File: config.mk
export PLATFORM = sky130hd
export DESIGN_NAME = mold_seq_ctrl
export DESIGN_NICKNAME = d
export VERILOG_FILES = /design/src/rtl/mold_seq_ctrl.sv
export SDC_FILE = /design/constraint.sdc
export NUM_CORES = 1
export LEC_CHECK = 0
export CAP_MARGIN = 10
export CORE_MARGIN = 10
export CORE_UTILIZATION = 30
export CTS_CLUSTER_SIZE = 25
export DETAILED_ROUTE_END_ITERATION = 10
export GPL_TIMING_DRIVEN = 0
export PLACE_DENSITY_LB_ADDON = 0.1
export SETUP_SLACK_MARGIN = 0.2
export SLEW_MARGIN = 20
export SYNTH_ARGS = -nofsm -noshare
export SYNTH_HDL_FRONTEND = slang
export SYNTH_SLANG_ARGS = --single-unit
export TNS_END_PERCENT = 1
File: constraint.sdc
create_clock -name clk -period 13.52 [get_ports clk]
set_input_delay 2.704 -clock clk [delete_from_list [all_inputs] [get_ports clk]]
set_output_delay 2.704 -clock clk [all_outputs]
set_load 0.1 [all_outputs]
File: src/rtl/mold_seq_ctrl.sv
// MoldUDP64 sequence controller.
// Locks the session ID on the first header, tracks the next expected
// sequence number, marks each message as keep/skip/drop and raises
// retransmission (gap) requests toward the replay logic.
//
// Gap port handshake: gap_v_o, gap_seq_o and gap_cnt_o are registered and
// stay stable while gap_v_o is high; the request retires on the cycle where
// gap_v_o & gap_ready_i are both high. A further gap detected while a request
// is still waiting extends that request (start kept, count grown, saturated).
//
// state_o is a debug view of the FSM: 0=IDLE, 1=WAIT, 2=PKT, 3=DONE.
module mold_seq_ctrl #(
  parameter int unsigned     SID_W   = 80,
  parameter int unsigned     SEQ_W   = 64,
  parameter int unsigned     ML_W    = 16,
  parameter logic [ML_W-1:0] GAP_MAX = 16'hFFFF
) (
  input  logic             clk,
  input  logic             reset,
  input  logic             hdr_v_i,
  input  logic [SID_W-1:0] hdr_sid_i,
  input  logic [SEQ_W-1:0] hdr_seq_i,
  input  logic [ML_W-1:0]  hdr_cnt_i,
  input  logic             msg_end_i,
  input  logic             pkt_end_i,
  output logic             msg_keep_o,
  output logic             gap_v_o,
  output logic [SEQ_W-1:0] gap_seq_o,
  output logic [ML_W-1:0]  gap_cnt_o,
  input  logic             gap_ready_i,
  output logic [SEQ_W-1:0] exp_seq_o,
  output logic             sess_end_o,
  output logic [15:0]      sid_err_cnt_o,
  output logic [1:0]       state_o
);

  localparam logic [1:0] S_IDLE = 2'd0;
  localparam logic [1:0] S_WAIT = 2'd1;
  localparam logic [1:0] S_PKT  = 2'd2;
  localparam logic [1:0] S_DONE = 2'd3;

  // Message count value that marks end of session.
  localparam logic [ML_W-1:0] CNT_END = '1;

  logic [1:0]       state_q, state_d;
  logic [SID_W-1:0] sid_q, sid_d;
  logic [SEQ_W-1:0] exp_q, exp_d;
  logic [ML_W-1:0]  skip_q, skip_d;
  logic [ML_W-1:0]  cnt_q, cnt_d;
  logic [ML_W-1:0]  idx_q, idx_d;
  logic             drop_q, drop_d;
  logic             sess_end_q, sess_end_d;
  logic [15:0]      sid_err_q, sid_err_d;
  logic             gap_v_q, gap_v_d;
  logic [SEQ_W-1:0] gap_seq_q, gap_seq_d;
  logic [ML_W-1:0]  gap_cnt_q, gap_cnt_d;

  // Header-derived helpers.
  logic             hdr_end;
  logic [ML_W-1:0]  hdr_msgs;
  logic [SEQ_W-1:0] seq_sum;
  logic [SEQ_W-1:0] dup_len;
  logic [SEQ_W-1:0] gap_len;
  logic [SEQ_W-1:0] merge_len;
  logic             proc_hdr;
  logic             new_gap;
  logic             gap_fire;

  // Clamp a SEQ_W-wide count to the gap request field.
  function automatic logic [ML_W-1:0] sat_cnt(input logic [SEQ_W-1:0] v);
    if (v > SEQ_W'(GAP_MAX)) sat_cnt = GAP_MAX;
    else                     sat_cnt = v[ML_W-1:0];
  endfunction

  // Next-state logic: FSM, sequence tracking, message index and gap request.
  always_comb begin
    state_d    = state_q;
    sid_d      = sid_q;
    exp_d      = exp_q;
    skip_d     = skip_q;
    cnt_d      = cnt_q;
    idx_d      = idx_q;
    drop_d     = drop_q;
    sess_end_d = sess_end_q;
    sid_err_d  = sid_err_q;
    gap_v_d    = gap_v_q;
    gap_seq_d  = gap_seq_q;
    gap_cnt_d  = gap_cnt_q;
    proc_hdr   = 1'b0;
    new_gap    = 1'b0;

    // An end-of-session packet carries no messages and does not advance exp.
    hdr_end   = (hdr_cnt_i == CNT_END);
    hdr_msgs  = hdr_end ? '0 : hdr_cnt_i;
    seq_sum   = hdr_seq_i + SEQ_W'(hdr_msgs);
    dup_len   = exp_q - hdr_seq_i;
    gap_len   = hdr_seq_i - exp_q;
    merge_len = hdr_seq_i - gap_seq_q;
    gap_fire  = gap_v_q & gap_ready_i;

    // Message index stops at the packet's count so trailing msg_end never wraps.
    if (msg_end_i && (idx_q < cnt_q)) idx_d = idx_q + 1'b1;

    case (state_q)
      S_IDLE: begin
        if (hdr_v_i) begin
          sid_d      = hdr_sid_i;
          exp_d      = seq_sum;
          skip_d     = '0;
          drop_d     = 1'b0;
          cnt_d      = hdr_msgs;
          idx_d      = '0;
          sess_end_d = sess_end_q | hdr_end;
          state_d    = S_PKT;
        end
      end
      S_WAIT: begin
        if (hdr_v_i) proc_hdr = 1'b1;
      end
      S_PKT: begin
        // A header inside a packet implicitly ends the current packet.
        if (hdr_v_i) begin
          if (sess_end_q) state_d = S_DONE;
          else            proc_hdr = 1'b1;
        end else if (pkt_end_i) begin
          state_d = sess_end_q ? S_DONE : S_WAIT;
        end
      end
      default: ;
    endcase

    if (proc_hdr) begin
      state_d = S_PKT;
      idx_d   = '0;
      cnt_d   = hdr_msgs;
      skip_d  = '0;
      if (hdr_sid_i != sid_q) begin
        drop_d = 1'b1;
        if (sid_err_q != 16'hFFFF) sid_err_d = sid_err_q + 16'd1;
      end else begin
        drop_d     = 1'b0;
        sess_end_d = sess_end_q | hdr_end;
        if (hdr_seq_i > exp_q) begin
          new_gap = 1'b1;
          exp_d   = seq_sum;
        end else if (hdr_seq_i < exp_q) begin
          skip_d = (dup_len < SEQ_W'(hdr_msgs)) ? dup_len[ML_W-1:0] : hdr_msgs;
          exp_d  = (seq_sum > exp_q) ? seq_sum : exp_q;
        end else begin
          exp_d = seq_sum;
        end
      end
    end

    // A waiting request absorbs the new gap; otherwise a fresh one is loaded.
    if (new_gap) begin
      if (gap_v_q && !gap_ready_i) begin
        gap_cnt_d = sat_cnt(merge_len);
      end else begin
        gap_v_d   = 1'b1;
        gap_seq_d = exp_q;
        gap_cnt_d = sat_cnt(gap_len);
      end
    end else if (gap_fire) begin
      gap_v_d = 1'b0;
    end
  end

  // State registers; reset drops the session lock and any pending gap.
  always_ff @(posedge clk or posedge reset) begin
    if (reset) begin
      state_q    <= S_IDLE;
      sid_q      <= '0;
      exp_q      <= '0;
      skip_q     <= '0;
      cnt_q      <= '0;
      idx_q      <= '0;
      drop_q     <= 1'b0;
      sess_end_q <= 1'b0;
      sid_err_q  <= '0;
      gap_v_q    <= 1'b0;
      gap_seq_q  <= '0;
      gap_cnt_q  <= '0;
    end else begin
      state_q    <= state_d;
      sid_q      <= sid_d;
      exp_q      <= exp_d;
      skip_q     <= skip_d;
      cnt_q      <= cnt_d;
      idx_q      <= idx_d;
      drop_q     <= drop_d;
      sess_end_q <= sess_end_d;
      sid_err_q  <= sid_err_d;
      gap_v_q    <= gap_v_d;
      gap_seq_q  <= gap_seq_d;
      gap_cnt_q  <= gap_cnt_d;
    end
  end

  assign msg_keep_o    = (state_q == S_PKT) & ~drop_q & (idx_q >= skip_q) & (idx_q < cnt_q);
  assign gap_v_o       = gap_v_q;
  assign gap_seq_o     = gap_seq_q;
  assign gap_cnt_o     = gap_cnt_q;
  assign exp_seq_o     = exp_q;
  assign sess_end_o    = sess_end_q;
  assign sid_err_cnt_o = sid_err_q;
  assign state_o       = state_q;

endmodule

==> results.py <==
metrics = {
    "status": {
        "outcome": "finished, final reports clean",
    },
    "logic_synthesis": {
        "synth_edf_count": 0,
        "yosysWarningCount": 0,
        "postSynth.asyncResetShare": 1.00,
        "synth-main-ff-cell": "dfrtp_1",
        "synthCells": 3579,
        "syn_avg_cell_area_sq_um": 8.11,
        "synth_cell_type_count": 88,
        "yosysSeqAreaShare": 0.252,
        "synth_seq_cells": 293,
        "synthesis.area_sq_um": 29000,
        "syn_nets": 4067,
    },
    "timing": {
        "fin_ws_ns": 1.12,
        "fmax_mhz": 80.6,
        "final_max_slew_viol_count": 0,
        "grt_setup_unrepaired": "false",
        "tightest_slew_ns": 1.21,
        "clock_skew_ns": 0.0367,
        "setup_violations": 0,
        "post-route-min-period_ns": 12.40,
        "setup_tns_ns": 0,
        "slew_headroom": 0.194,
        "finalHoldViolCount": 0,
        "post-route-period-util": 0.917,
    },
    "grt": {
        "antenna_found_initial": 2,
        "grt_first_pass_wirelength_microns": 196000,
        "grt.total_usage": 0.239,
        "overflow": 0,
        "grt_start_max_net_pins": 88,
        "first_global_vias": 28899,
    },
    "critical_path": {
        "worstSetupPathType": "input port to flop",
        "cp-end-kind": "flop",
        "worstPathRequired_ns": 13.95,
        "path_delay_family": "compound AO/OA/AOI/OAI gates",
        "startpoint_type": "input port",
        "critical_path_buf_inv_count": 6,
        "cp_max_fo": 10,
        "cp.arrival_ns": 12.83,
        "cpPeakStageDelay_ns": 0.84,
        "slowest_stage": "clkbuf_1",
    },
    "routing": {
        "drt-wirelength-per-cell_microns": 25.8,
        "num_vias": 28995,
        "drt_iter0_drc": 2459,
        "met2_length_microns": 65400,
        "wl_met3_microns": 8290,
        "wl_met1_microns": 58700,
        "dr.max_layer_used": "met5",
        "dr.pass1.iters": 6,
        "drc_errors": 0,
        "vias_per_cell": 5.51,
        "antenna_left": 0,
        "wl_microns": 136000,
    },
    "placement": {
        "portBuffers": 330,
        "place_area_sq_um": 34100,
        "preCtsSetupSlack_ns": 0.763,
        "hpwl_microns": 114000,
        "gp_congestion": 0.995,
        "placedCellCount": 5189,
    },
    "worst_hold_path": {
        "hp-class": "flop to flop",
    },
    "clocking": {
        "insertion_delay_ns": 0.62,
        "cts_setup_buffers": 0,
        "cts-buffers-inserted": 42,
        "htreeDepth": 2,
        "ctsLongestPathBuffers": 3,
        "cts.repair.resized": 0,
        "root_buffer": "clkbuf_16",
        "clk_pin_slew_ns": 0.06,
        "cts_sinks": 293,
        "cts_tree": "built",
        "cts_hold_buf": 0,
    },
    "power_and_ir_drop": {
        "internal-power_w": 0.00179,
        "p_total_w": 0.00260,
        "power.density_nw_per_um2": 73.2,
        "seq_power_share": 0.338,
        "power_frac_comb": 0.204,
        "vdd_drop_max_mv": 0.0797,
        "leakage_nw": 16.1,
        "switching_share": 0.313,
        "power.share.clock": 0.459,
        "p_sw_w": 0.000814,
    },
    "final_layout": {
        "stdcell_count": 5264,
        "syn_to_final_growth_pct": 22.3,
        "layout_common_cells": "a21oi_1, clkdlybuf4s50_1, ha_1",
        "final_layout_size_suffix_gt1_frac": 0.0632,
        "num-nets-final": 4445,
        "multi_input_area_sq_um": 20100,
        "final_common_cell": "a21oi_1",
        "stdcell_area_sq_um": 35500,
        "register_area_sq_um": 7330,
        "num-fill-cells": 10357,
    },
    "die": {
        "die_h_microns": 331,
        "ioPinCount": 331,
        "rows": 114,
        "core_area_sq_um": 96400,
        "fp.dieW_microns": 331,
        "initial_core_util": 0.301,
        "dieArea_sq_um": 110000,
    },
    "job": {
        "drv_cap": 0,
    },
}
## synthesized netlist by cell type, types with 6 or more instances
master,n,share of area
a21oi_1,342,0.059
ha_1,318,0.14
nand2_1,317,0.041
dfrtp_1,293,0.25
inv_1,292,0.038
o21ai_0,259,0.045
nor2_1,234,0.030
xnor2_1,190,0.057
nand4_1,121,0.026
mux2_2,112,0.043
xor2_1,100,0.030
nand3_1,93,0.016
clkbuf_1,83,0.011
mux2i_1,76,0.026
a21o_1,67,0.017
nor3_1,54,0.0093
a31oi_1,50,0.011
o21a_1,45,0.012
nor4_1,37,0.0080
o21bai_1,37,0.0096
o211ai_1,30,0.0078
a211oi_1,26,0.0067
nor2b_1,26,0.0056
buf_2,25,0.0043
o22ai_1,25,0.0054
and3_1,22,0.0047
nand2b_1,22,0.0047
o31ai_1,19,0.0049
or3_1,17,0.0037
a21boi_0,14,0.0036
a22o_1,13,0.0039
a2111oi_0,12,0.0036
buf_1,12,0.0016
and2_1,10,0.0022
a221o_1,9,0.0031
o2111ai_1,9,0.0027
or2_2,9,0.0019
or4_1,9,0.0023
a221oi_1,7,0.0021
and4_1,7,0.0021
buf_4,7,0.0018
o21ai_1,7,0.0012
o221ai_1,6,0.0018
o311ai_0,6,0.0018
## kinds of logic after synthesis
| kind of cell | after synthesis | share of synthesized area |
|---|---|---|
| AOI/OAI and AO/OA | 1050 | 0.224 |
| and+or+nand+nor | 1007 | 0.167 |
| buffers and inverters | 421 | 0.0569 |
| adders and majority gates | 325 | 0.141 |
| DFF | 293 | 0.252 |
| xor gates and xnor gates | 290 | 0.0875 |
| muxes | 193 | 0.0716 |
## state kept, by name, summed over array words and instances (netlist names), 16 cells and up
| name | flops |
|---|---|
| skip_q | 16 |
| sid_q | 80 |
| sid_err_cnt_o | 16 |
| gap_seq_o | 64 |
| gap_cnt_o | 16 |
| idx_q | 16 |
| cnt_q | 16 |
| exp_seq_o | 64 |
## worst paths after layout
| path | startpoint | endpoint | slack, ns | cells past startpoint |
|---|---|---|---|---|
| setup / recovery | hdr_cnt_i[2] | exp_seq_o[56] | 1.12 | 31 |
| hold / removal | drop_q | drop_q | 0.47 | 1 |
| setup reg to reg | exp_seq_o[2] | skip_q[6] | 6.11 | 26 |
| hold reg to reg | drop_q | drop_q | 0.47 | 1 |
| max in group asynchronous | reset | gap_seq_o[29] | 9.70 | 4 |
| min in group asynchronous | reset | sid_q[15] | 2.53 | 2 |
## cell type report
type / instances / share of cell area
Timing Repair Buffer: 334 / 0.0955
Buffer: 129 / 0.0157
Clock buffer: 54 / 0.0326
Tap cell: 1276 / 0.0450
Sequential cell: 293 / 0.206
Antenna cell: 1 / 0.0000705
Inverter: 292 / 0.0311
Clock inverter: 20 / 0.00800
Multi-Input combinational cell: 2865 / 0.566
## through the flow
step / utilization / hold slack (ns)
final: 0.368 / 0.468
after global routing: 0.368 / 0.479
after CTS: 0.368 / 0.475
after detailed placement: 0.353 / 0.460
after global placement: 0.352 / 0.450
after floorplan: - / 0.441
## routing by layer
| layer | up-vias | GRT usage |
|---|---|---|
| met4 | 2 | 0.0555 |
| met2 | 926 | 0.414 |
| met3 | 159 | 0.0389 |
| met5 | - | 0 |
| met1 | 14187 | 0.308 |
| li1 | 13721 | - |
## power by group through the flow
stage | clock, W | sequential (W) | combinational [W]
after floorplan | 0 | 0.000894 | 0.000299
after global placement | 0 | 0.000894 | 0.000519
after detailed placement | 0 | 0.000893 | 0.000519
after CTS | 0.00123 | 0.000878 | 0.000523
after global routing | 0.00127 | 0.000877 | 0.000571
final | 0.00119 | 0.000878 | 0.000530
## worst reg2reg max path, stage by stage (launching register included)
cell	delay, ns
dfrtp_1	0.42
ha_1	0.28
buf_2	0.18
a21oi_1	0.27
a21oi_1	0.13
nor2_1	0.30
nor2b_1	0.12
o21ai_0	0.17
nand2b_1	0.12
a21oi_1	0.30
o21bai_1	0.12
xor2_1	0.26
ha_1	0.32
nand3_1	0.13
nor2_1	0.09
nand2_1	0.07
o22ai_1	0.13
or3_1	0.40
a221o_1	0.27
or3_1	0.36
or4_1	0.61
nor4_1	0.39
nand4_1	0.21
nor4_4	0.81
buf_6	0.26
mux2_1	0.34
a22o_1	0.20
Power figures use the tool's default switching activity.
